<file path="config.mk">
export PLATFORM = sky130hd
export DESIGN_NAME = instr_fetch_unit
export DESIGN_NICKNAME = d
export VERILOG_FILES = /design/src/rtl/instr_fetch_unit.sv
export SDC_FILE = /design/constraint.sdc
export NUM_CORES = 1
export LEC_CHECK = 0
export ABC_AREA = 1
export BUFFER_PORTS_ARGS = -buffer_cell sky130_fd_sc_hd__buf_2
export CAP_MARGIN = 20
export CORE_ASPECT_RATIO = 1.5
export CORE_MARGIN = 4
export CORE_UTILIZATION = 46
export CTS_CLUSTER_DIAMETER = 120
export DETAILED_ROUTE_END_ITERATION = 7
export PLACE_DENSITY = 0.78
export SLEW_MARGIN = 15
export SYNTH_ARGS = -nofsm -noshare
export SYNTH_HDL_FRONTEND = slang
export SYNTH_SLANG_ARGS = --single-unit
</file>
<file path="constraint.sdc">
create_clock -name clock -period 1.3 [get_ports clock]
set_input_delay 0.195 -clock clock [delete_from_list [all_inputs] [get_ports clock]]
set_output_delay 0.195 -clock clock [all_outputs]
set_load 0.02 [all_outputs]
</file>
<file path="src/rtl/instr_fetch_unit.sv">
// Instruction fetch unit: owns the program counter, addresses the combinational
// instruction ROM and hands registered instruction words to decode.
module instr_fetch_unit #(
    parameter int                     PC_WIDTH    = 9,
    parameter int                     INSTR_WIDTH = 9,
    parameter logic [PC_WIDTH-1:0]    RESET_PC    = '0,
    parameter logic [INSTR_WIDTH-1:0] HALT_INSTR  = 9'h1FF,
    parameter int                     CNT_WIDTH   = 16
) (
    input  logic                   clock,
    input  logic                   reset_n,
    input  logic                   start_i,
    input  logic                   stall_i,
    input  logic                   branch_i,
    input  logic [PC_WIDTH-1:0]    branch_target_i,
    output logic [PC_WIDTH-1:0]    rom_addr_o,
    input  logic [INSTR_WIDTH-1:0] rom_data_i,
    output logic [INSTR_WIDTH-1:0] instr_o,
    output logic                   instr_valid_o,
    output logic [PC_WIDTH-1:0]    instr_pc_o,
    output logic                   halt_o,
    output logic [CNT_WIDTH-1:0]   fetch_count_o
);

    typedef enum logic [1:0] {
        ST_IDLE   = 2'd0,
        ST_FETCH  = 2'd1,
        ST_HALTED = 2'd2
    } state_t;

    localparam logic [PC_WIDTH-1:0]  PC_ONE  = {{(PC_WIDTH-1){1'b0}}, 1'b1};
    localparam logic [CNT_WIDTH-1:0] CNT_ONE = {{(CNT_WIDTH-1){1'b0}}, 1'b1};

    state_t                   state_r, state_nxt_s;
    logic [PC_WIDTH-1:0]      pc_r, pc_nxt_s;
    logic [INSTR_WIDTH-1:0]   instr_r, instr_nxt_s;
    logic [PC_WIDTH-1:0]      instr_pc_r, instr_pc_nxt_s;
    logic                     valid_r, valid_nxt_s;
    logic                     halt_r, halt_nxt_s;
    logic [CNT_WIDTH-1:0]     cnt_r, cnt_nxt_s;

    // State and datapath registers with synchronous active-low reset
    always_ff @(posedge clock) begin
        if (!reset_n) begin
            state_r    <= ST_IDLE;
            pc_r       <= RESET_PC;
            instr_r    <= '0;
            instr_pc_r <= '0;
            valid_r    <= 1'b0;
            halt_r     <= 1'b0;
            cnt_r      <= '0;
        end else begin
            state_r    <= state_nxt_s;
            pc_r       <= pc_nxt_s;
            instr_r    <= instr_nxt_s;
            instr_pc_r <= instr_pc_nxt_s;
            valid_r    <= valid_nxt_s;
            halt_r     <= halt_nxt_s;
            cnt_r      <= cnt_nxt_s;
        end
    end

    // Next-state and datapath update; everything holds unless a branch below says otherwise
    always_comb begin
        state_nxt_s    = state_r;
        pc_nxt_s       = pc_r;
        instr_nxt_s    = instr_r;
        instr_pc_nxt_s = instr_pc_r;
        valid_nxt_s    = valid_r;
        halt_nxt_s     = halt_r;
        cnt_nxt_s      = cnt_r;

        case (state_r)
            ST_IDLE: begin
                valid_nxt_s = 1'b0;
                if (start_i) begin
                    state_nxt_s = ST_FETCH;
                    pc_nxt_s    = RESET_PC;
                end else begin
                    state_nxt_s = ST_IDLE;
                end
            end

            ST_FETCH: begin
                if (start_i) begin
                    pc_nxt_s    = RESET_PC;
                    valid_nxt_s = 1'b0;
                end else if (branch_i && valid_r) begin
                    // Word on the ROM bus this cycle is wrong-path: drop it, no halt check
                    pc_nxt_s    = branch_target_i;
                    valid_nxt_s = 1'b0;
                end else if (stall_i) begin
                    valid_nxt_s = valid_r;
                end else begin
                    instr_nxt_s    = rom_data_i;
                    instr_pc_nxt_s = pc_r;
                    valid_nxt_s    = 1'b1;
                    cnt_nxt_s      = cnt_r + CNT_ONE;
                    if (rom_data_i == HALT_INSTR) begin
                        state_nxt_s = ST_HALTED;
                        halt_nxt_s  = 1'b1;
                    end else begin
                        pc_nxt_s = pc_r + PC_ONE;
                    end
                end
            end

            ST_HALTED: begin
                if (start_i) begin
                    state_nxt_s = ST_FETCH;
                    pc_nxt_s    = RESET_PC;
                    halt_nxt_s  = 1'b0;
                    valid_nxt_s = 1'b0;
                end else if (!stall_i) begin
                    valid_nxt_s = 1'b0;
                end else begin
                    valid_nxt_s = valid_r;
                end
            end

            default: begin
                state_nxt_s = ST_IDLE;
                valid_nxt_s = 1'b0;
            end
        endcase
    end

    assign rom_addr_o    = pc_r;
    assign instr_o       = instr_r;
    assign instr_valid_o = valid_r;
    assign instr_pc_o    = instr_pc_r;
    assign halt_o        = halt_r;
    assign fetch_count_o = cnt_r;

endmodule
</file>
==> flow_metrics.py, run 1 <==
metrics = {
    "clocking": {
        "cts_tree": "built",
        "clock_latency_ps": 310,
        "cts_buffers": 5,
        "h-tree-depth": 2,
        "hold_buffers": 0,
        "cts.sinks": 47,
        "clock_path_buffers": 2,
        "cts-root-buf": "clkbuf_8",
        "clkTransAtPathRegs_ps": 90,
    },
    "power_and_ir_drop": {
        "vdd_drop_max_mv": 0.627,
        "p_leak_nw": 1.62,
        "powerDensity_nw_per_um2": 919,
        "total_power_mw": 3.09,
    },
    "grt": {
        "grt_antenna_before_repair": 0,
        "grt_remaining_overflow": 0,
        "grt_start_max_net_pins": 29,
        "grt_usage_pct": 22.4,
        "grt_pass1_vias": 2523,
        "grt_pass1_wl_um": 10800,
    },
    "synth": {
        "synthTopCellsByArea": "dfxtp_1, nor2_1, nand2_1, o21ai_0, inv_1",
        "synth_area_um2": 2260,
        "synth.top_cells.by_count": "nor2_1, nand2_1, dfxtp_1, o21ai_0, inv_1",
        "ys_seq_elements": 47,
        "synthArstFlopShare_pct": 0,
        "synthCells": 329,
        "syn-num-nets": 354,
        "synth.most_common_cell": "nor2_1",
        "synthDistinctLibCells": 29,
        "synthFlopType": "dfxtp_1",
        "syn_area_per_cell_um2": 6.87,
        "synth_enable_flop_cells": 0,
        "ys_seq_area_share_pct": 41.6,
        "synth_top_area_share_pct": 41.6,
        "yosysWarnings": 0,
        "synth_top_area_cell": "dfxtp_1",
    },
    "detailed_routing": {
        "drt_iter0_markers": 117,
        "vias_per_cell": 5.16,
        "drt-wirelength-per-cell_um": 14.1,
        "ant_nets": 0,
        "via_count": 2602,
        "dr.pass1.iters": 5,
        "wirelength_um": 7130,
        "drcViolationCount": 0,
    },
    "floorplan": {
        "rows": 31,
        "core_area_um2": 4810,
        "boundaryPins": 68,
        "initial_core_util_pct": 47.0,
        "die_y_um": 93.8,
        "die_w_um": 65.2,
        "die-area_um2": 6120,
    },
    "run": {
        "max_cap_violations": 0,
    },
    "timing": {
        "min_period_ps": 1370,
        "rsz0062_at_grt": "yes",
        "tightestPinTransition_ps": 335,
        "setup_viol": 13,
        "layout_setup_ws_ps": -74.0,
        "finClkSkew_ps": 13.4,
        "slew_headroom_pct": 77.7,
        "fmax_ghz": 0.728,
        "setup_tns_ps": -336,
        "final_hold_viol_count": 0,
        "slew_viol_final": 0,
        "finalCritPeriodShare_pct": 106,
    },
    "placed_design": {
        "place_inst": 484,
        "hpwl_um": 4730,
        "portBuffers": 67,
        "dpl_cell_area_um2": 2890,
        "gp_congestion": 0.849,
    },
    "setup_path": {
        "required_ps": 1540,
        "rr_worst_depth": 11,
        "cp-start-kind": "register",
        "cp_max_fo": 5,
        "endpoint_kind": "register",
        "critPathArrivalTime_ps": 1610,
        "crit_type": "reg -> reg",
    },
    "hold_path": {
        "hold_depth": 3,
        "hp-class": "in -> reg",
    },
    "cells_and_area": {
        "final_net_count": 462,
        "nFillCells": 417,
        "area_growth_pct": 48.9,
        "design_area_um2": 3370,
        "fin_cells": 504,
        "diodes": 0,
        "drive_above_1_share_pct": 41.8,
    },
    "run_status": {
        "status": "finished, violations left",
        "violations": "negative setup slack",
    },
}
power by group:
group | leakage, nW | switching [mW] | internal (mW)
logic | 1.18 | 0.286 | 0.205
registers | 0.389 | 0.0440 | 1.48
clock network | 0.0594 | 0.528 | 0.546
final timing paths:
path            startpoint                 to  slack [ps]
min          rom_data_i[8]         instr_o[8]         140
max          instr_valid_o  fetch_count_o[13]         -70
max reg2reg  instr_valid_o  fetch_count_o[13]         -70
min reg2reg         halt_o             halt_o         480
timing repair:
item / 4_1_cts / 5_1_grt
pin swaps: 3 / 21
buffers inserted: 3 / 6
cloned: 1 / 2
setup endpoints to repair: 25 / 45
resized for setup: 16 / 78
registers in the layout, summed over array words and instances, names as in the netlist:
| register | count |
|---|---|
| fetch_count_o | 16 |
| halt_o | 1 |
| state_r | 2 |
| instr_o | 9 |
| instr_pc_o | 9 |
| rom_addr_o | 9 |
| instr_valid_o | 1 |
routing by layer:
metal	wire (µm)	vias to the layer above	global-route usage [%]	share of wire (%)
met2	4050	110	43.3	57
met3	414	17	3.95	5.8
li1	-	1272	-	-
met1	2470	1203	22.7	35
met5	0	-	0	0
met4	190	0	9.86	2.7
metrics by stage:
| step | setup WS, ps | hold WS (ps) | utilization [%] |
|---|---|---|---|
| after global placement | -31.7 | 448 | 60.1 |
| after global routing | -181 | 133 | 70.0 |
| after detailed placement | -62.4 | 459 | 60.1 |
| final | -74.0 | 139 | 70.0 |
| after floorplan | 13.3 | 344 | - |
| after CTS | -27.5 | 142 | 63.9 |
final cells by class:
class,count,area [µm²],share of cell area [%]
Multi-Input combinational cell,236,1330,39.6
Sequential cell,47,972,28.9
Timing Repair Buffer,110,718,21.3
Inverter,37,149,4.42
Clock buffer,7,108,3.20
Tap cell,66,82.6,2.45
Clock inverter,1,5.00,0.149
placed cells by master (no fill, tap or decap), drive strengths merged:
cell type and n:
a31oi 1, clkbuf 8, nor3b 2, or2 3
nand2 56, a21oi 24, o21a 1, xnor2 2
nand4 6, inv 36, o311a 1, nor3 5
o21ai 38, dfxtp 47, buf 109, nand3 17
nor2 74, o211ai 1, xor2 3, ha 2
clkinv 2
worst max-delay path, cell delays in order, from the launching register on:
cell and delay (ps):
dfxtp_2 350, nand2_4 70, nand2_4 60, nor2_4 170
nand2_4 130, nor2_4 170, nand2_4 90, inv_2 60
nand2_1 40, nand2_1 50, nand2_1 40, nor2_1 80
cells by family after synthesis:
| logic type | after synthesis | synth area share (%) |
|---|---|---|
| AO/OA/AOI/OAI | 66 | 15.1 |
| flip-flops | 47 | 41.6 |
| XOR/XNOR | 5 | 1.94 |
| adder cells (fa/ha/maj) | 2 | 1.11 |
| AND/OR/NAND/NOR | 162 | 31.8 |
| buffers and inverters | 47 | 8.36 |
(Power assumes the default switching activity.)
==> inputs of run 2 (changes only) <==
PLACE_DENSITY = 0.85   (was 0.78)
REMOVE_ABC_BUFFERS = 1   (was unset)
==> run 2 against run 1 <==
  * The flow still finishes with violations (negative setup slack)
  * Routed wire length is 9.7% lower
  * Final cell count is 2.6% lower
  * Sequential share of layout area is 1.8 points higher
  * Fmax is 1.4% higher
  * Total power is 9.6% lower
  * Hold slack better by 5.6 ps
  * Cell area is 7.1% lower
  * Non-clock buffer count is 10 lower
  * Clock skew is 8.3 ps lower
  * Critical endpoint is now fetch_count_o[2]
  * Largest cell class unchanged
==> flow_metrics.py, run 2 (synthesized netlist as in run 1, its figures left out) <==
metrics = {
    "power_and_ir_drop": {
        "power_frac_comb_pct": 15.3,
        "power.share.sequential_pct": 54.6,
        "powerDensity_nw_per_um2": 895,
        "switching_share_pct": 27.8,
        "intPower_mw": 2.02,
        "total_power_mw": 2.80,
        "vdd_drop_max_mv": 0.437,
        "power.switching_mw": 0.776,
        "pwr-share-clk_pct": 30.1,
        "p_leak_nw": 1.49,
    },
    "clocking": {
        "clock_latency_ps": 310,
        "cts_buffers": 5,
        "cts-root-buf": "clkbuf_8",
        "clkTransAtPathRegs_ps": 80,
        "cts.sinks": 47,
        "hold_buffers": 0,
        "cts_tree": "built",
        "clock_path_buffers": 2,
        "h-tree-depth": 2,
    },
    "detailed_routing": {
        "drt-wirelength-per-cell_um": 13.1,
        "dr.pass1.iters": 4,
        "via_count": 2520,
        "vias_per_cell": 5.13,
        "drcViolationCount": 0,
        "wirelength_um": 6440,
        "drt_iter0_markers": 173,
        "ant_nets": 0,
    },
    "floorplan": {
        "die_y_um": 93.8,
        "die_w_um": 65.2,
        "die-area_um2": 6120,
        "initial_core_util_pct": 47.0,
        "core_area_um2": 4810,
        "boundaryPins": 68,
        "rows": 31,
    },
    "cells_and_area": {
        "nFillCells": 443,
        "final_common_cell": "buf_2",
        "drive_above_1_share_pct": 35.8,
        "final_cell_mix": "buf_2, nor2_1, nand2_1",
        "largest_register_ffs": 16,
        "final_net_count": 451,
        "area_growth_pct": 38.3,
        "diodes": 0,
    },
    "grt": {
        "grt_start_max_net_pins": 17,
        "grt_remaining_overflow": 0,
        "grt_usage_pct": 20.6,
        "grt_antenna_before_repair": 0,
        "grt_pass1_vias": 2351,
        "grt_pass1_wl_um": 9990,
    },
    "timing": {
        "finClkSkew_ps": 5.10,
        "slew_headroom_pct": 81.6,
        "slew_viol_final": 0,
        "tightestPinTransition_ps": 275,
        "hold_ws_ps": 145,
        "layout_setup_ws_ps": -55.3,
        "min_period_ps": 1360,
        "final_hold_viol_count": 0,
        "rsz0062_at_grt": "yes",
        "finalCritPeriodShare_pct": 104,
        "setup_viol": 7,
        "fmax_ghz": 0.738,
    },
    "setup_path": {
        "critPathArrivalTime_ps": 1580,
        "slowest_stage": "dfxtp_2",
        "crit_chain": "nand2_2 -> nor2_4 -> nand2_4 -> buf_12 -> o21ai_0 -> nor3b_1",
        "crit_type": "reg -> reg",
        "cpPeakStageDelay_ps": 370,
        "cp_max_fo": 8,
        "required_ps": 1520,
        "endpoint_kind": "register",
        "cp-start-kind": "register",
        "r2r_setup_slack_ps": -60,
        "rr_worst_depth": 6,
    },
    "run_status": {
        "status": "finished, violations left",
        "violations": "negative setup slack",
    },
    "placed_design": {
        "hpwl_um": 4590,
        "gp_congestion": 0.851,
        "portBuffers": 67,
    },
    "hold_path": {
        "hp-class": "in -> reg",
        "hold_depth": 3,
    },
    "run": {
        "max_cap_violations": 0,
    },
}
run 2: worst paths after layout:
| path | startpoint | endpoint |
|---|---|---|
| max | state_r[0] | fetch_count_o[2] |
| min reg2reg | instr_pc_o[1] | instr_pc_o[1] |
| max reg2reg | state_r[0] | fetch_count_o[2] |
| min | rom_data_i[8] | instr_o[8] |
run 2: timing repair:
item	CTS	global route
setup endpoints to repair	27	41
gates resized for setup	10	45
setup buffers	3	3
pin swaps	2	17
gates cloned	0	0
run 2: area by class of cell:
class | instances | area (µm²) | area share [%]
tap | 66 | 82.6 | 2.64
timing repair buffer | 100 | 623 | 19.9
clock buffer | 6 | 72.6 | 2.32
sequential | 47 | 958 | 30.7
inverter | 37 | 146 | 4.68
multi-input combinational | 235 | 1240 | 39.8
run 2: critical path: cells and delay by family (launching register included):
family,cells,cell delay [ps]
and+or+nand+nor,4,560
DFF,1,370
buffers and inverters,1,170
AOI/OAI and AO/OA,1,170
run 2: metrics by stage:
step | cells | setup TNS (ps) | worst slack, ps | cell area, µm² | utilization (%)
2_1_floorplan | 319 | -7220 | -357 | 2210 | -
3_3_place_gp | 479 | -4.96 | -4.96 | 2860 | 59.4
3_5_place_dp | 479 | -473 | -51.4 | 2860 | 59.4
4_1_cts | 488 | -154 | -23.6 | 2970 | 61.7
5_1_grt | 491 | -2140 | -167 | 3130 | 65.0
6_report | 491 | -135 | -55.3 | 3130 | 65.0
run 2: per-layer routing:
metal	global-route usage [%]	up-vias	part of all wire (%)
met5	0	-	0
li1	-	1249	-
met1	21.4	1166	37
met3	4.19	17	5.8
met4	9.52	0	2.5
met2	38.6	88	55
run 2: power by group through the flow:
stage	Combinational, mW	Sequential (mW)	Clock (mW)
after floorplan	0.155	1.60	0
after global placement	0.379	1.55	0
after detailed placement	0.388	1.55	0
after CTS	0.395	1.52	0.855
after global routing	0.469	1.54	0.906
final	0.427	1.53	0.842
